`src/rtl/pseudo_softmax_scheduler.sv`:
```
// -----------------------------------------------------------------------------
// pseudo_softmax_scheduler
//
// Purpose:
//   Feeds one input vector at a time into an external pseudo-softmax
//   datapath. It holds the vector on dp_x, waits LATENCY cycles for the
//   datapath to settle, captures the mant/exp result, and presents it on
//   a valid/ready output port until it is consumed.
//
// Handshake semantics (both ports):
//   A transfer happens on a rising clk edge where valid and ready are both
//   high. in_ready is high only in IDLE; out_valid is high only in OUT.
//   Once out_valid is high, out_mant/out_exp hold until the transfer.
//
// Ports:
//   clk, rst_n         clock, asynchronous active-low reset
//   in_valid/in_ready  input vector handshake, in_data element i at
//                      [i*DATA_WIDTH +: DATA_WIDTH]
//   dp_x               registered vector driven into the datapath
//   dp_mant, dp_exp    datapath results, sampled LATENCY edges after accept
//   out_valid/ready    result handshake, out_mant / out_exp payload
//   busy               high whenever the FSM is not IDLE
//   vec_count          completed output transfers, wraps at 16 bits
//   o_dbg_state        current FSM state (IDLE=0, WAIT=1, OUT=2)
//
// Optional feature (macro PSEUDO_SOFTMAX_ARGMAX_EN):
//   Adds out_argmax, index of the largest accepted element (unsigned,
//   lowest index wins ties), registered on the accepting edge.
// -----------------------------------------------------------------------------
module pseudo_softmax_scheduler #(
   parameter int NUM_INPUTS = 10,
   parameter int DATA_WIDTH = 8,
   parameter int LATENCY    = 4
) (
   input  logic                             clk,
   input  logic                             rst_n,
   input  logic                             in_valid,
   output logic                             in_ready,
   input  logic [NUM_INPUTS*DATA_WIDTH-1:0] in_data,
   output logic [NUM_INPUTS*DATA_WIDTH-1:0] dp_x,
   input  logic [DATA_WIDTH-1:0]            dp_mant,
   input  logic [NUM_INPUTS*DATA_WIDTH-1:0] dp_exp,
   output logic                             out_valid,
   input  logic                             out_ready,
   output logic [DATA_WIDTH-1:0]            out_mant,
   output logic [NUM_INPUTS*DATA_WIDTH-1:0] out_exp,
   output logic                             busy,
   output logic [15:0]                      vec_count,
`ifdef PSEUDO_SOFTMAX_ARGMAX_EN
   output logic [3:0]                       out_argmax,
`endif
   output logic [1:0]                       o_dbg_state
);

   localparam int VW = NUM_INPUTS * DATA_WIDTH;
   // Loading LATENCY-1 makes the capture land exactly LATENCY edges after accept.
   localparam logic [3:0] LP_CNT_INIT = 4'(LATENCY - 1);

   typedef enum logic [1:0] {
      S_IDLE = 2'd0,
      S_WAIT = 2'd1,
      S_OUT  = 2'd2
   } state_t;

   state_t                r_state;
   state_t                w_next_state;
   logic [3:0]            r_cnt;
   logic [VW-1:0]         r_x;
   logic [DATA_WIDTH-1:0] r_mant;
   logic [VW-1:0]         r_exp;
   logic [15:0]           r_vec_count;
   logic                  w_accept;
   logic                  w_capture;
   logic                  w_out_hs;

   assign w_accept  = in_valid  && (r_state == S_IDLE);
   assign w_capture = (r_state == S_WAIT) && (r_cnt == 4'd0);
   assign w_out_hs  = out_ready && (r_state == S_OUT);

   // FSM state register
   always_ff @(posedge clk or negedge rst_n) begin
      if (!rst_n) begin
         r_state <= S_IDLE;
      end else begin
         r_state <= w_next_state;
      end
   end

   // Next-state and state-decoded outputs
   always_comb begin
      w_next_state = r_state;
      in_ready     = 1'b0;
      out_valid    = 1'b0;
      busy         = 1'b1;
      case (r_state)
         S_IDLE: begin
            in_ready = 1'b1;
            busy     = 1'b0;
            if (w_accept) w_next_state = S_WAIT;
         end
         S_WAIT: begin
            if (w_capture) w_next_state = S_OUT;
         end
         S_OUT: begin
            out_valid = 1'b1;
            if (w_out_hs) w_next_state = S_IDLE;
         end
         default: begin
            w_next_state = S_IDLE;
         end
      endcase
   end

   // Input register, wait counter, result capture, transfer counter
   always_ff @(posedge clk or negedge rst_n) begin
      if (!rst_n) begin
         r_cnt       <= 4'd0;
         r_x         <= '0;
         r_mant      <= '0;
         r_exp       <= '0;
         r_vec_count <= 16'd0;
      end else begin
         if (w_accept) begin
            r_x   <= in_data;
            r_cnt <= LP_CNT_INIT;
         end else if ((r_state == S_WAIT) && (r_cnt != 4'd0)) begin
            r_cnt <= r_cnt - 4'd1;
         end
         if (w_capture) begin
            r_mant <= dp_mant;
            r_exp  <= dp_exp;
         end
         if (w_out_hs) begin
            r_vec_count <= r_vec_count + 16'd1;
         end
      end
   end

`ifdef PSEUDO_SOFTMAX_ARGMAX_EN
   logic [3:0]            r_argmax;
   logic [3:0]            w_argmax;
   logic [DATA_WIDTH-1:0] w_max;

   // Strict greater-than keeps the lowest index on ties.
   always_comb begin
      w_argmax = 4'd0;
      w_max    = in_data[DATA_WIDTH-1:0];
      for (int i = 1; i < NUM_INPUTS; i++) begin
         if (in_data[i*DATA_WIDTH +: DATA_WIDTH] > w_max) begin
            w_max    = in_data[i*DATA_WIDTH +: DATA_WIDTH];
            w_argmax = 4'(i);
         end
      end
   end

   always_ff @(posedge clk or negedge rst_n) begin
      if (!rst_n) begin
         r_argmax <= 4'd0;
      end else if (w_accept) begin
         r_argmax <= w_argmax;
      end
   end

   assign out_argmax = r_argmax;
`endif

   assign dp_x        = r_x;
   assign out_mant    = r_mant;
   assign out_exp     = r_exp;
   assign vec_count   = r_vec_count;
   assign o_dbg_state = r_state;

endmodule

```
`config.mk`:
```
export PLATFORM = sky130hd
export DESIGN_NAME = pseudo_softmax_scheduler
export DESIGN_NICKNAME = d
export VERILOG_FILES = /design/src/rtl/pseudo_softmax_scheduler.sv
export SDC_FILE = /design/constraint.sdc
export NUM_CORES = 1
export LEC_CHECK = 0
export ABC_CLOCK_PERIOD_IN_PS = 1900
export CORE_AREA = 2 2 139 141
export CTS_BUF_LIST = sky130_fd_sc_hd__clkbuf_4 sky130_fd_sc_hd__clkbuf_8
export CTS_CLUSTER_SIZE = 14
export DETAILED_ROUTE_END_ITERATION = 10
export DIE_AREA = 0 0 141 143
export PLACE_DENSITY = 0.84
export SKIP_LAST_GASP = 1
export SLEW_MARGIN = 40
export SYNTH_ARGS = -nofsm -noshare
export SYNTH_HDL_FRONTEND = slang
export SYNTH_SLANG_ARGS = --single-unit
```
`constraint.sdc`:
```
create_clock -name clk -period 1.9 [get_ports clk]
set_input_delay 0.475 -clock clk [delete_from_list [all_inputs] [get_ports clk]]
set_output_delay 0.475 -clock clk [all_outputs]
set_load 0.01 [all_outputs]
```
**Word level (Yosys, flattened, before mapping)**

Index checks and enable logic that the tools add are counted.

- Memories kept: 0
- Output and inout bits: 189
- ROM bits: 0
- Input bits: 172
- Register bits: 190
- Logic and storage cells: 31
- Latch bits: 0
- Memory bits (writable): 0

- Divide/modulo/power cells: 0
- Multiply operators: 0
- Multiplexer cells: 9
- $add $sub $neg: 2
- Bitwise operators: 0
- Reductions and logical operators: 9
- Equal/unequal tests: 5
- Shift-type cells: 0
- $lt $le $gt $ge: 0

Operators with widths:

| kind | count |
|---|---|
| adder 16 x 1 -> 16 bit (second input constant) | 1 |
| two-way mux 4 bit | 2 |
| two-way mux 2 bit | 3 |
| inequality test 2 bit (second input constant) | 3 |
| one-hot mux 2 bit (3 select lines) | 1 |
| logical AND 1 bit | 4 |
| zero test 4 bit | 1 |
| nonzero test 4 bit | 1 |
| subtractor 4 x 1 -> 4 bit (second input constant) | 1 |
| two-way mux 1 bit | 3 |
| AND reduction 3 bit | 1 |
| == test 2 x 1 -> 1 bit (second input constant) | 1 |
| == test 2 bit (second input constant) | 1 |
| zero test 2 bit | 1 |
| nonzero test 2 bit | 1 |

**Logic depth before layout (Yosys ltp)**

- Depth in word-level cells: 4
- Mapped depth: 6
- Depth with buffers taken out: 6

**Least setup slack after synthesis**

OpenSTA, ideal clock, no wires.

- Path type: flip-flop to flip-flop
- Start: register r_cnt[0]
- End: register r_cnt[0]
- Arrival: 1.403 ns
- Period minus slack after synthesis: 1.537 ns
- Setup time: 0.134 ns
- Buffers on the path: 0
- Required time: 1.766 ns
- Stages on the path, launching flop included: 7
- Setup slack: 0.363 ns
- Cell sequence: dfrtp_1 inv_1 ha_1 or3b_2 nand2_1 xnor2_1 nand2_1

- Longest elaborated chain between the ends: 3

Ends and longest elaborated chain:

| element | RTL line | text |
|---|---|---|
| start: declaration | 67 | `logic [3:0] r_cnt;` |
| start signal: assignment | 127 | `r_cnt <= r_cnt - 4'd1;` |
| subtractor 4 x 1 -> 4 bit or nonzero test 4 bit (tied branches) | 127, 126 |  |
| two-way mux 4 bit or logical AND 1 bit (tied branches) | 126 | `end else if ((r_state == S_WAIT) && (r_cnt != 4'd0)) begin` |
| two-way mux 4 bit or nonzero test 2 bit (tied branches) | n/a |  |

Several ways; a longest one is shown, not always the timed one. The select of a mux whose other input is x is not followed.
A chain may end at the register's enable or synchronous reset.

**Worst setup path in the final report**

- Start: register r_state[1], in the netlist o_dbg_state[1]
- End: output port out_valid

- Longest elaborated chain between the ends: 2

Ends and longest elaborated chain:

| element | RTL line | text |
|---|---|---|
| start: declaration | 65 | `state_t r_state;` |
| start signal: assignment | 85 | `r_state <= w_next_state;` |
| == test 2 bit | 95 | `case (r_state)` |
| two-way mux 1 bit | 95 |  |
| end: declaration | 43 | `output logic out_valid,` |

Every way passes these cells.

==> results <==
==> path summary, 6_finish.rpt <==
check,slack (ns),end,cells after the start
min,0.48,dp_x[32],2
min reg2reg,0.48,dp_x[32],2
max,0.02,out_valid,4
max reg2reg,0.23,r_cnt[0],6
min in group asynchronous,0.54,dp_x[76],2
max in group asynchronous,0.75,dp_x[2],3
==> power groups by stage <==
stage | clock network, W | registers [W] | logic [W]
floorplan | 0 | 0.00776 | 0.00275
global route | 0.00289 | 0.00705 | 0.00899
CTS | 0.00272 | 0.00685 | 0.00865
finish | 0.00264 | 0.00682 | 0.00838
detailed placement | 0 | 0.00696 | 0.00872
global placement | 0 | 0.00684 | 0.00852
==> synthesized netlist by cell type, types with 2 or more instances <==
library cell / number
mux2_4: 9
xor2_1: 5
nand3_1: 7
buf_2: 24
and3_1: 2
nand2_1: 255
ha_1: 3
inv_1: 4
dfrtp_1: 190
buf_6: 2
xnor2_1: 13
mux2_2: 79
nand4_1: 4
and4_1: 2
nor2_1: 7
==> repair_timing <==
item,4_1_cts,5_1_grt
hold buffers,1,0
endpoints found under the hold margin,45,0
setup endpoints to repair,44,79
setup buffers,14,1
resized for setup,34,81
gates cloned,0,0
==> stage by stage <==
stage	hold WS, ns	std cells	TNS, ns	util, %	instance area, sq um
2_1_floorplan	0.179	619	0	-	7310
4_1_cts	0.483	1255	-0.247	63.5	11800
3_5_place_dp	0.461	1208	-0.0140	61.0	11300
6_report	0.478	1256	0	64.6	12000
5_1_grt	0.504	1256	-0.0720	64.6	12000
3_3_place_gp	0.456	1208	0	61.0	11300
==> worst max-delay path, delay by kind of cell (launching register included) <==
kind,cells,cell delay (ns)
DFF,1,0.40
and+or+nand+nor,1,0.07
buffers and inverters,3,0.48
==> registers in the layout, summed over array words and instances, names as in the netlist <==
name / flops
o_dbg_state: 2
out_mant: 8
out_exp: 80
dp_x: 80
vec_count: 16
r_cnt: 4
==> logic make-up (layout without fill, tap and decap cells) <==
kind of cell,count (synthesis),in the layout
AO/OA/AOI/OAI,2,2
XOR/XNOR,18,18
adder cells (fa/ha/maj),3,3
buffers and inverters,31,434
flip-flops,190,190
multiplexers,88,88
AND/OR/NAND/NOR,287,287
==> layout make-up <==
class | instances | area [sq um] | area share [%]
Sequential cell | 190 | 4760 | 39.6
Timing Repair Buffer | 398 | 4130 | 34.4
Multi-Input combinational cell | 398 | 2420 | 20.2
Tap cell | 234 | 293 | 2.44
Clock buffer | 19 | 255 | 2.13
Clock inverter | 13 | 130 | 1.08
Inverter | 4 | 15.0 | 0.125
==> metal layers <==
| metal | track usage, % | wire length (um) | vias up |
|---|---|---|---|
| li1 | - | - | 2766 |
| met1 | 24.7 | 8150 | 2889 |
| met2 | 38.0 | 11600 | 208 |
| met3 | 5.73 | 1260 | 37 |
| met4 | 7.47 | 483 | 0 |
| met5 | 0 | 0 | - |
==> metrics.md <==
| Metric | Value |
|---|---|
| Worst-Skew Late Latency | `0.45 ns` |
| Worst Setup End Kind | `output port` |
| Cell taking the most area after synthesis | `dfrtp_1` |
| Worst R2R Start | `r_cnt[0]` |
| Actual slew at the worst max-slew pin | `around 0.50 ns` |
| Crit path required time | `around 1.4 ns` |
| FF+latch count, synth | `190` |
| Gate Count Post-Synth | `619` |
| CP cell instances | `buf_4 > nand2b_4 > inv_1 > dlygate4sd2_1` |
| Final slew viol count | `0` |
| Mux cell area share after synthesis | `14.0%` |
| Maximum clock frequency | `533 MHz` |
| Largest stage delay on the critical path | `roughly 0.40 ns` |
| Post-synth EDFFs | `0` |
| Total power | `0.0178 W` |
| Leakage | `about 6.3 nW` |
| Hold Violations, Final | `0` |
| Vias in the first global route | `6320` |
| WL/cell | `17.1 um` |
| Clock network power share | `14.8%` |
| Final antenna-violating net count | `0` |
| Slowest-stage cell, CP | `dfrtp_1` |
| Comb pwr share | `between 40% and 50%` |
| Share of post-route cells with drive strength above 1 | `16.8%` |
| Area Growth Syn to Fin | `64.2%` |
| Hold Crit Class | `register to register` |
| Port buffer count | `360` |
| Worst-path clk slew | `0.10 ns` |
| Syn nets | `794` |
| Crit-path max FO | `5` |
| Status | `complete, no violations` |
| Routability cong. | `0.855` |
| Clock skew | `roughly 0.011 ns` |
| Area contributors post-synth | `dfrtp_1 (65%), nand2_1 (13%), mux2_2 (12%)` |
| Worst setup path startpoint | `o_dbg_state[1]` |
| I/O pin cnt | `~360` |
| Drt total wl | `21500 um` |
| Initial Util | `39.3%` |
| Slew margin rel. | `66.8%` |
| Total congestion overflow | `0` |
| Root Driver | `clkbuf_8` |
| Setup WS pre-CTS | `-0.0140 ns` |
| FILL cells | `1410` |
| Die Height | `between 100 and 150 um` |
| Cell row count | `50` |
| Commonest non-fill, non-tap cell in the layout | `nand2_1` |
| Nets | `between 1000 and 1500` |
| Drt first pass iters | `4` |
| RSZ-0062 raised after global routing | `yes` |
| Deepest clock path buffer count | `2` |
| CTS tree | `done` |
| Largest net degree at the start of global routing | `57` |
| Synth Area in Compound Gates | `less than 1%` |
| Maximum Capacitance Violations | `0` |
| NetSw | `a little over 0.006 W` |
| Die Area | `around 20000 sq um` |
| Clk sinks | `190` |
| Die width | `141 um` |
| Initial antenna violation count | `0` |
| Post-synthesis sequential area ratio | `65.0%` |
| Area share of the largest cell type after synthesis | `65.0%` |
| Final setup fails | `0` |
| Hpwl dp | `15800 um` |
| Vias per cell | `4.70` |
| TritonCTS Buffers | `17` |
| Power per Cell Area | `1490 nW/um^2` |
| GRT Overall Usage | `21.3%` |
| Simple-gate share of the synthesized area | `15.9%` |
| Drt drc | `0` |
| First-pass GRT wire length | `between 30000 and 40000 um` |
| Worst Setup Path Type | `register to output port` |
| Min-delay src | `dp_x[32]` |
| Routed via count | `between 5000 and 6000` |
| Core ar. | `18600 sq um` |
| Net Sw Frac | `34.2%` |
| Drt first-iter violations | `290` |
| Synthesized area | `7310 sq um` |
| Synth unique cells | `28` |
| Tcrit/Tclk final | `a little over nine tenths` |
| Post-synth top flop | `dfrtp_1` |
| Int Pwr | `0.0117 W` |
| Peak supply drop | `~0.76 mV` |
| Dominant combinational cell family by area after synthesis | `simple AND/OR/NAND/NOR gates` |
| Post-synthesis adder-cell area fraction | `less than 1%` |
| Ys Warns | `0` |
| H-Tree Depth | `4` |
| Min Clock Period, post-route | `1.88 ns` |
| Asr flop ratio synth | `100%` |
| Ant. Diodes | `0` |
| CP Data Arrival Time | `approximately 1.4 ns` |
| Setup ws final | `0.0225 ns` |
| Seq pwr share | `about two fifths` |
| Avg Synthesized Cell Area | `11.8 sq um` |
| Startpoint types | `register` |
| Commonest cells after routing, fill and taps aside | `nand2_1 (254), clkdlybuf4s50_1 (252), dfrtp_1 (187)` |
| Synth Area in XOR/XNOR | `2.16%` |
No activity file was read; power rests on OpenSTA's default activity.
